--- src/rtl/pll_loop_filter.sv ---
// PI loop filter: once per synchronized clk_ref rise, turns err = target - count into a DCO code.
// Drives code_valid for one cycle per applied update and flags lock after LOCK_CNT in-tolerance updates in a row.
module pll_loop_filter #(
  parameter int CODE_W     = 10,
  parameter int CODE_INIT  = 512,
  parameter int ACC_W      = 16,
  parameter int KP_SHIFT   = 2,
  parameter int KI_SHIFT   = 2,
  parameter int SETTLE_CYC = 4,
  parameter int DISCARD    = 2,
  parameter int LOCK_TOL   = 1,
  parameter int LOCK_CNT   = 4
) (
  input  logic              clk_out,
  input  logic              n_rst,
  input  logic              enable,
  input  logic              clk_ref,
  input  logic [7:0]        count,
  input  logic [7:0]        target,
  output logic [CODE_W-1:0] dco_code,
  output logic              code_valid,
  output logic              lock
);

  localparam int TW  = $clog2(SETTLE_CYC + 1);
  localparam int DW  = (DISCARD > 0) ? $clog2(DISCARD + 1) : 1;
  localparam int LCW = $clog2(LOCK_CNT + 1);
  localparam int RW  = ACC_W + 2;

  localparam logic [TW-1:0]         TIMER_LOAD = TW'(SETTLE_CYC);
  localparam logic [DW-1:0]         DISC_LOAD  = DW'(DISCARD);
  localparam logic [LCW-1:0]        LOCK_MAX   = LCW'(LOCK_CNT);
  localparam logic [8:0]            TOL        = 9'(LOCK_TOL);
  localparam logic signed [RW-1:0]  INIT_EXT   = RW'(CODE_INIT);
  localparam logic signed [RW-1:0]  CODE_MAX   = RW'((1 << CODE_W) - 1);
  localparam logic signed [ACC_W-1:0] ACC_MAX  = {1'b0, {(ACC_W-1){1'b1}}};
  localparam logic signed [ACC_W-1:0] ACC_MIN  = {1'b1, {(ACC_W-1){1'b0}}};

  typedef enum logic [1:0] {IDLE, SETTLE, CALC, UPDATE} state_t;

  state_t                   state_q, state_d;
  logic                     ref_s1_q, ref_s1_d, ref_s2_q, ref_s2_d, ref_s3_q, ref_s3_d;
  logic [TW-1:0]            timer_q, timer_d;
  logic [DW-1:0]            disc_q, disc_d;
  logic signed [8:0]        err_q, err_d;
  logic signed [ACC_W-1:0]  acc_q, acc_d;
  logic [CODE_W-1:0]        code_q, code_d;
  logic                     code_valid_q, code_valid_d;
  logic                     lock_q, lock_d;
  logic [LCW-1:0]           lock_cnt_q, lock_cnt_d;

  logic                     rise;
  logic signed [ACC_W:0]    acc_sum;
  logic signed [ACC_W-1:0]  acc_next;
  logic signed [RW-1:0]     err_ext, acc_ext, raw;
  logic [CODE_W-1:0]        code_next;
  logic [8:0]               err_abs;
  logic                     in_tol;
  logic [LCW-1:0]           lock_cnt_next;

  assign rise = ref_s2_q & ~ref_s3_q;

  // Datapath for the UPDATE state, evaluated from the registered error.
  always_comb begin
    acc_sum = {acc_q[ACC_W-1], acc_q} + {{(ACC_W-8){err_q[8]}}, err_q};
    if (acc_sum[ACC_W] != acc_sum[ACC_W-1]) begin
      acc_next = acc_sum[ACC_W] ? ACC_MIN : ACC_MAX;
    end else begin
      acc_next = acc_sum[ACC_W-1:0];
    end
    err_ext = {{(RW-9){err_q[8]}}, err_q};
    acc_ext = {{2{acc_next[ACC_W-1]}}, acc_next};
    raw     = INIT_EXT + (err_ext <<< KP_SHIFT) + (acc_ext >>> KI_SHIFT);
    if (raw[RW-1]) begin
      code_next = '0;
    end else if (raw > CODE_MAX) begin
      code_next = '1;
    end else begin
      code_next = raw[CODE_W-1:0];
    end
    err_abs = err_q[8] ? 9'(-err_q) : err_q;
    in_tol  = (err_abs <= TOL);
    if (!in_tol) begin
      lock_cnt_next = '0;
    end else if (lock_cnt_q == LOCK_MAX) begin
      lock_cnt_next = lock_cnt_q;
    end else begin
      lock_cnt_next = lock_cnt_q + 1'b1;
    end
  end

  always_comb begin
    state_d      = state_q;
    ref_s1_d     = clk_ref;
    ref_s2_d     = ref_s1_q;
    ref_s3_d     = ref_s2_q;
    timer_d      = timer_q;
    disc_d       = disc_q;
    err_d        = err_q;
    acc_d        = acc_q;
    code_d       = code_q;
    code_valid_d = 1'b0;
    lock_d       = lock_q;
    lock_cnt_d   = lock_cnt_q;
    if (!enable) begin
      state_d = IDLE;
      disc_d  = DISC_LOAD;
    end else begin
      case (state_q)
        IDLE: begin
          if (rise) begin
            state_d = SETTLE;
            timer_d = TIMER_LOAD;
          end
        end
        SETTLE: begin
          timer_d = timer_q - 1'b1;
          if (timer_q == TW'(1)) state_d = CALC;
        end
        CALC: begin
          err_d   = $signed({1'b0, target}) - $signed({1'b0, count});
          state_d = UPDATE;
        end
        UPDATE: begin
          state_d = IDLE;
          if (disc_q != '0) begin
            disc_d = disc_q - 1'b1;
          end else begin
            acc_d        = acc_next;
            code_d       = code_next;
            lock_cnt_d   = lock_cnt_next;
            lock_d       = (lock_cnt_next == LOCK_MAX);
            code_valid_d = 1'b1;
          end
        end
        default: state_d = IDLE;
      endcase
    end
  end

  always_ff @(posedge clk_out or negedge n_rst) begin
    if (!n_rst) begin
      state_q      <= IDLE;
      ref_s1_q     <= 1'b0;
      ref_s2_q     <= 1'b0;
      ref_s3_q     <= 1'b0;
      timer_q      <= '0;
      disc_q       <= DISC_LOAD;
      err_q        <= '0;
      acc_q        <= '0;
      code_q       <= CODE_W'(CODE_INIT);
      code_valid_q <= 1'b0;
      lock_q       <= 1'b0;
      lock_cnt_q   <= '0;
    end else begin
      state_q      <= state_d;
      ref_s1_q     <= ref_s1_d;
      ref_s2_q     <= ref_s2_d;
      ref_s3_q     <= ref_s3_d;
      timer_q      <= timer_d;
      disc_q       <= disc_d;
      err_q        <= err_d;
      acc_q        <= acc_d;
      code_q       <= code_d;
      code_valid_q <= code_valid_d;
      lock_q       <= lock_d;
      lock_cnt_q   <= lock_cnt_d;
    end
  end

  assign dco_code   = code_q;
  assign code_valid = code_valid_q;
  assign lock       = lock_q;

endmodule
--- config.mk ---
export PLATFORM = sky130hd
export DESIGN_NAME = pll_loop_filter
export DESIGN_NICKNAME = d
export VERILOG_FILES = /design/src/rtl/pll_loop_filter.sv
export SDC_FILE = /design/constraint.sdc
export NUM_CORES = 1
export LEC_CHECK = 0
export CAP_MARGIN = 5
export CELL_PAD_IN_SITES_DETAIL_PLACEMENT = 0
export CELL_PAD_IN_SITES_GLOBAL_PLACEMENT = 1
export CORE_MARGIN = 5
export CORE_UTILIZATION = 49
export CTS_CLUSTER_DIAMETER = 150
export DETAILED_ROUTE_END_ITERATION = 8
export GPL_ROUTABILITY_DRIVEN = 0
export GPL_TIMING_DRIVEN = 1
export PLACE_DENSITY = 0.94
export REMOVE_ABC_BUFFERS = 1
export SYNTH_ARGS = -nofsm -noshare
export SYNTH_HDL_FRONTEND = slang
export SYNTH_SLANG_ARGS = --single-unit
--- constraint.sdc ---
create_clock -name clk_out -period 11.25 [get_ports clk_out]
set_clock_uncertainty 0.15 [all_clocks]
set_input_delay 1.6875 -clock clk_out [delete_from_list [all_inputs] [get_ports clk_out]]
set_output_delay 1.6875 -clock clk_out [all_outputs]
set_load 0.1 [all_outputs]
==> impl_metrics.json, run 1 <==
{
  "area_growth_pct": 13.5,
  "row_count": 33,
  "ant_nets": 0,
  "antenna_cells": 0,
  "drive_gt1_share_pct": 9.39,
  "wl_met1_um": 4030,
  "drt-total-wl_um": 8730,
  "grt_use_total_pct": 18.2,
  "combPwrFrac_pct": 63.0,
  "grt_overflow": 0,
  "fp.dieW_um": 101,
  "holdWs_ps": 221,
  "die_area_um2": 10200,
  "grt_pass1_wl_um": 15100,
  "post_drt_wl_per_cell_um": 14.9,
  "first_pass_iters": 5,
  "synth_seq_cells": 50,
  "post-route-period-util_pct": 50.4,
  "dpl.hpwl_um": 6870,
  "cpMostUsedCell": "ha_1",
  "critPathMaxStageDelay_ps": 520,
  "async_flop_share_pct": 100,
  "hold_path_class": "reg -> reg",
  "tightest_slew_ps": 1110,
  "drv_slew": 0,
  "fp.dieH_um": 101,
  "swShare_pct": 46.6,
  "fmax_mhz": 176,
  "vias_per_cell": 5.64,
  "cp_data_required_time_ps": 11280,
  "crit_arrival_ps": 5700,
  "cp-start-kind": "register",
  "nets": 558,
  "dp.cells": 576,
  "r2r_setup_slack_ps": 5580,
  "synthFlopType": "dfrtp_1",
  "dp_slack_ps": 5630,
  "grt_max_degree": 51,
  "synth_top_family_by_area": "compound AO/OA/AOI/OAI gates",
  "ys_warn_count": 0,
  "critical_path.top_delay_family": "compound AO/OA/AOI/OAI gates",
  "internal_power_uw": 582,
  "p_leak_uw": 0.00221,
  "yosys.area_share.simple_pct": 14.4,
  "switchingPower_uw": 507,
  "hold_viol": 0,
  "setup_ws_ps": 5580,
  "final_cells": 584,
  "crit_type": "reg -> reg",
  "num_vias": 3292,
  "post_cts_buffers": 0,
  "muxShareOfSynthArea_pct": 3.05,
  "status": "finished, final reports clean",
  "grt_pass1_vias": 3239,
  "first_iter_violations": 135,
  "p_seq_share_pct": 22.6,
  "rsz0062_at_grt": "no",
  "powerDensity_nw_per_um2": 237,
  "worst-path-buf-inv": 1,
  "clkSlewWorstSetupHoldPaths_ps": 100,
  "fill_cells": 712,
  "syn-cell-area_um2": 4060,
  "synth_compound_area_share_pct": 21.4,
  "yosys.area_share.adder_pct": 20.1,
  "vdd_ir_drop_max_uv": 92.8,
  "cts_tree": "yes",
  "clock_path_buffers": 2,
  "cts_hold_buf": 0,
  "synth_area_per_cell_um2": 9.05,
  "clock_sinks": 50,
  "core_um2": 8130,
  "synth-seq-area-share_pct": 30.9,
  "clk_latency_ps": 310,
  "slowest_stage": "a2111o_1",
  "setup_tns_ps": 0,
  "io_buffers": 31,
  "syn_inst": 448,
  "critPathMaxFanout": 10,
  "ctsHtreeMaxLevel": 2,
  "cp-end-kind": "register",
  "top_layer_used": "met4",
  "synthXorXnorAreaFrac_pct": 5.83,
  "route.met3.wl_um": 352,
  "start_util_pct": 49.9,
  "post_cts_resized": 0,
  "slew_headroom_pct": 25.7,
  "dr_wl_met2_um": 4230,
  "route.detailed.drc": 0,
  "grt_antenna_before_repair": 0,
  "root_buffer": "clkbuf_8",
  "cts_buffers": 5,
  "maxCapViolCount": 0,
  "io-pin-count": 32,
  "min_period_ps": 5670,
  "cp_cell_sequence": "ha_1 -> fa_1 -> a211oi_2 -> nor3_1 -> o31a_1 -> a31oi_1 -> a21o_2 -> inv_4 -> nor2_4 -> o21ai_2 -> ha_1 -> ha_1 -> fa_1 -> a211oi_1 -> o21ai_1 -> a21oi_1 -> nor2_1 -> o22a_1 -> a2111o_1 -> nand3_1 -> o211ai_1",
  "synth_edf_count": 0,
  "p_clk_share_pct": 14.5,
  "synth.distinct_cells": 63,
  "setup_viol": 0
}
[power groups by stage]
| stage | sequential [uW] | clock [uW] | combinational, uW |
|---|---|---|---|
| 2_1_floorplan | 247 | 0 | 509 |
| 3_3_place_gp | 248 | 0 | 659 |
| 3_5_place_dp | 249 | 0 | 671 |
| 4_1_cts | 245 | 160 | 680 |
| 5_1_grt | 251 | 166 | 765 |
| 6_report | 246 | 158 | 686 |
[final timing paths]
check | end | cells after the start | from
min | ref_s2_q | 0 | ref_s1_q
min in group asynchronous | dco_code[4] | 1 | n_rst
max | dco_code[1] | 21 | err_q[0]
min reg2reg | ref_s2_q | 0 | ref_s1_q
max reg2reg | dco_code[1] | 21 | err_q[0]
max in group asynchronous | acc_q[5] | 1 | n_rst
[layer usage]
layer,vias up,GRT usage [%]
met2,71,31.7
li1,1665,-
met3,10,2.42
met1,1546,23.7
met4,0,4.50
met5,-,0
[registers in the layout, summed over array words and instances, names as in the netlist]
name,cells
err_q,9
ref_s2_q,1
lock,1
ref_s1_q,1
acc_q,16
code_valid,1
disc_q,2
lock_cnt_q,3
dco_code,10
timer_q,3
ref_s3_q,1
state_q,2
[kinds of logic after synthesis]
kind of cell	Yosys count
mux	11
flops	50
buf+inv	44
xor+xnor	24
fa+ha+maj	64
simple gates	122
compound gates	133
[per-stage QoR]
stage               total power [uW]  util, %  cell area (um^2)
CTS                             1080     56.6              4600
detailed placement               920     54.8              4460
global route                    1180     56.6              4600
floorplan                        756        -              4020
global placement                 907     54.8              4460
finish                          1090     56.6              4600
[cells in the final DEF (no fill, tap or decap), drive strengths merged, types with 7 or more instances in the layout]
cell type,instances
a211oi,8
a21oi,32
clkdlybuf4s50,30
dfrtp,48
ha,57
inv,36
mux2,8
nand2,56
nor2,21
o21ai,49
o21bai,8
xnor2,17
xor2,7
[synthesized netlist by cell type, types with 2 or more instances]
cell / count / share of area [%]
ha_1: 57 / 18
nand2_1: 54 / 5.0
dfrtp_1: 48 / 30
o21ai_0: 41 / 5.1
inv_1: 34 / 3.1
a21oi_1: 29 / 3.6
nor2_1: 20 / 1.9
xnor2_1: 15 / 3.2
o21bai_1: 8 / 1.5
a211oi_1: 7 / 1.3
mux2_2: 7 / 1.9
xor2_1: 7 / 1.5
and2_1: 6 / 0.93
nand3_1: 6 / 0.74
nor3_1: 6 / 0.74
clkbuf_1: 5 / 0.46
nor2b_1: 5 / 0.77
o21ai_2: 5 / 1.1
a21o_1: 4 / 0.74
a31oi_1: 4 / 0.62
nand2b_1: 4 / 0.62
nand4_1: 4 / 0.62
o211ai_1: 4 / 0.74
a211o_1: 3 / 0.65
a21oi_2: 3 / 0.65
fa_1: 3 / 1.5
mux2i_1: 3 / 0.74
nor3b_1: 3 / 0.56
nor4_1: 3 / 0.46
o21ai_1: 3 / 0.37
o31ai_1: 3 / 0.56
a2111o_1: 2 / 0.56
a21boi_0: 2 / 0.37
a21o_2: 2 / 0.43
and3_1: 2 / 0.31
buf_2: 2 / 0.25
dfstp_2: 2 / 1.3
maj3_1: 2 / 0.49
maj3_2: 2 / 0.56
nand2_2: 2 / 0.31
o21a_1: 2 / 0.37
o22a_1: 2 / 0.43
o22ai_1: 2 / 0.31
[layout make-up]
| type | instances | area [um^2] | share of cell area [%] |
|---|---|---|---|
| Timing Repair Buffer | 31 | 305 | 6.63 |
| Multi-Input combinational cell | 354 | 2630 | 57.2 |
| Inverter | 36 | 138 | 2.99 |
| Sequential cell | 50 | 1250 | 27.2 |
| Clock buffer | 6 | 82.6 | 1.79 |
| Tap cell | 105 | 131 | 2.85 |
| Clock inverter | 2 | 60.1 | 1.31 |
[worst reg2reg max path, delay by kind of cell, from the launching register on]
kind,cells,cell delay (ps)
DFF,1,440
buffers and inverters,1,70
AOI/OAI and AO/OA,11,2720
and+or+nand+nor,4,530
adders and majority gates,5,1650
Note: power is estimated with default switching activity, not from simulation.
==> run 2: changes to the inputs <==
Settings changed: CORE_UTILIZATION 49 to 41, PLACE_DENSITY 0.94 to 0.85.
Clock period 11.25 ns to 4.55 ns, I/O delays scaled along.
==> impl_metrics.json, run 2 (synthesis results as in run 1) <==
{
  "cp_cell_sequence": "buf_12 -> ha_1 -> a21oi_1 -> or3b_2 -> nand4_1 -> a31oi_2 -> a21o_2 -> inv_4 -> nor2_4 -> buf_6 -> o21ai_4 -> ha_4 -> ha_4 -> buf_4 -> o211ai_1 -> a2111o_1 -> o22a_1 -> a2111o_1 -> nand3_1 -> o211ai_1",
  "tightest_slew_ps": 971,
  "cts_tree": "yes",
  "final_cell_mix": "buf_4 (103), nand2_1 (53), dfrtp_1 (47)",
  "start_util_pct": 41.7,
  "row_count": 36,
  "critPathMaxFanout": 5,
  "cp-end-kind": "register",
  "ctsHtreeMaxLevel": 2,
  "drv_slew": 0,
  "clkSlewWorstSetupHoldPaths_ps": 100,
  "nets": 666,
  "switchingPower_uw": 1580,
  "cts_hold_buf": 0,
  "drive_gt1_share_pct": 30.8,
  "p_seq_share_pct": 15.1,
  "holdWs_ps": 210,
  "hold_viol": 0,
  "rsz0062_at_grt": "yes",
  "hold_path_class": "reg -> reg",
  "grt_use_total_pct": 19.1,
  "min_period_ps": 4810,
  "fp.dieW_um": 109,
  "dp_slack_ps": -604,
  "setup_viol": 10,
  "area_growth_pct": 39.9,
  "cp_data_required_time_ps": 4590,
  "crit_type": "reg -> reg",
  "vdd_ir_drop_max_uv": 345,
  "clock_path_buffers": 2,
  "grt_pass1_wl_um": 18200,
  "fin_util_pct": 58.3,
  "io-pin-count": 32,
  "io_buffers": 31,
  "grt_overflow": 0,
  "clk_latency_ps": 320,
  "final_cell_area_um2": 5670,
  "fp.dieH_um": 109,
  "first_pass_iters": 6,
  "status": "complete, but fails checks",
  "clock_sinks": 50,
  "root_buffer": "clkbuf_8",
  "powerDensity_nw_per_um2": 649,
  "cp-start-kind": "register",
  "internal_power_uw": 2110,
  "ant_nets": 0,
  "place_area_um2": 5090,
  "post_drt_wl_per_cell_um": 14.9,
  "dpl.hpwl_um": 7760,
  "p_clk_share_pct": 8.9,
  "die_area_um2": 12000,
  "crit_arrival_ps": 4850,
  "cts_buffers": 5,
  "largest_register_ffs": 16,
  "fmax_mhz": 208,
  "drt-total-wl_um": 10800,
  "first_iter_violations": 180,
  "setup_ws_ps": -256,
  "combPwrFrac_pct": 76.0,
  "worst-path-buf-inv": 4,
  "core_um2": 9730,
  "swShare_pct": 42.8,
  "grt_max_degree": 51,
  "slew_headroom_pct": 35.1,
  "slowest_stage": "or3b_2",
  "post-route-period-util_pct": 106,
  "maxCapViolCount": 0,
  "layout_commonest_cell": "buf_4",
  "grt_antenna_before_repair": 0,
  "grt_pass1_vias": 3940,
  "fill_cells": 851,
  "p_leak_uw": 0.00273,
  "critPathMaxStageDelay_ps": 480,
  "setup_tns_ps": -2230,
  "failed_checks": "negative setup slack",
  "critical_path.top_delay_family": "compound AO/OA/AOI/OAI gates",
  "regMostFlops": "acc_q",
  "route.detailed.drc": 0,
  "num_vias": 3765,
  "vias_per_cell": 5.22
}
[run 2: cell types whose count changed in the layout (fill, tap and decap cells not counted), moves of 3 or more]
cell | previous run | this run
a21oi_1 | 29 | 26
o21ai_0 | 41 | 34
ha_1 | 57 | 44
o21ai_1 | 3 | 9
a21oi_2 | 3 | 6
buf_4 | 0 | 103
ha_4 | 0 | 12
[run 2: area by class of cell]
class / count / area (um^2) / area share [%]
clock inverter: 3 / 45.0 / 0.794
antenna: 1 / 2.50 / 0.0441
sequential: 50 / 1250 / 22.1
timing repair buffer: 138 / 1130 / 19.9
tap: 133 / 166 / 2.93
inverter: 36 / 138 / 2.43
multi-input combinational: 355 / 2870 / 50.6
clock buffer: 5 / 68.8 / 1.21
[run 2: worst paths after layout]
kind,from,endpoint,slack [ps],cells after the start
worst max register to register,err_q[8],dco_code[1],-260,20
max in group asynchronous,n_rst,err_q[8],3460,2
worst min register to register,ref_s1_q,ref_s2_q,210,0
min in group asynchronous,n_rst,lock_cnt_q[2],320,2
worst min-delay path,ref_s1_q,ref_s2_q,210,0
worst max-delay path,err_q[8],dco_code[1],-260,20
[run 2: routing by layer]
metal,up-vias,wire length [um],GRT usage (%)
met3,21,362,2.47
met2,82,5410,34.2
li1,1879,-,-
met1,1783,4700,23.4
met4,0,285,7.03
met5,-,0,0
[run 2: timing repair]
action | 4_1_cts | 5_1_grt
buffers inserted | 23 | 5
pin swaps | 29 | 25
gates resized for setup | 29 | 14
endpoints found under the setup margin | 10 | 11
gates cloned | 1 | 0
[run 2: per-stage QoR]
stage	power (uW)	std cells
after CTS	3510	715
final	3680	721
after global placement	2690	683
after global routing	3990	720
after detailed placement	2730	683
after floorplan	1870	440
[run 2: power by group through the flow]
stage | logic [uW] | clock network (uW) | registers, uW
after global placement | 2110 | 0 | 573
after detailed placement | 2160 | 0 | 575
final | 2800 | 328 | 557
after floorplan | 1260 | 0 | 611
after CTS | 2610 | 337 | 557
after global routing | 3070 | 354 | 568
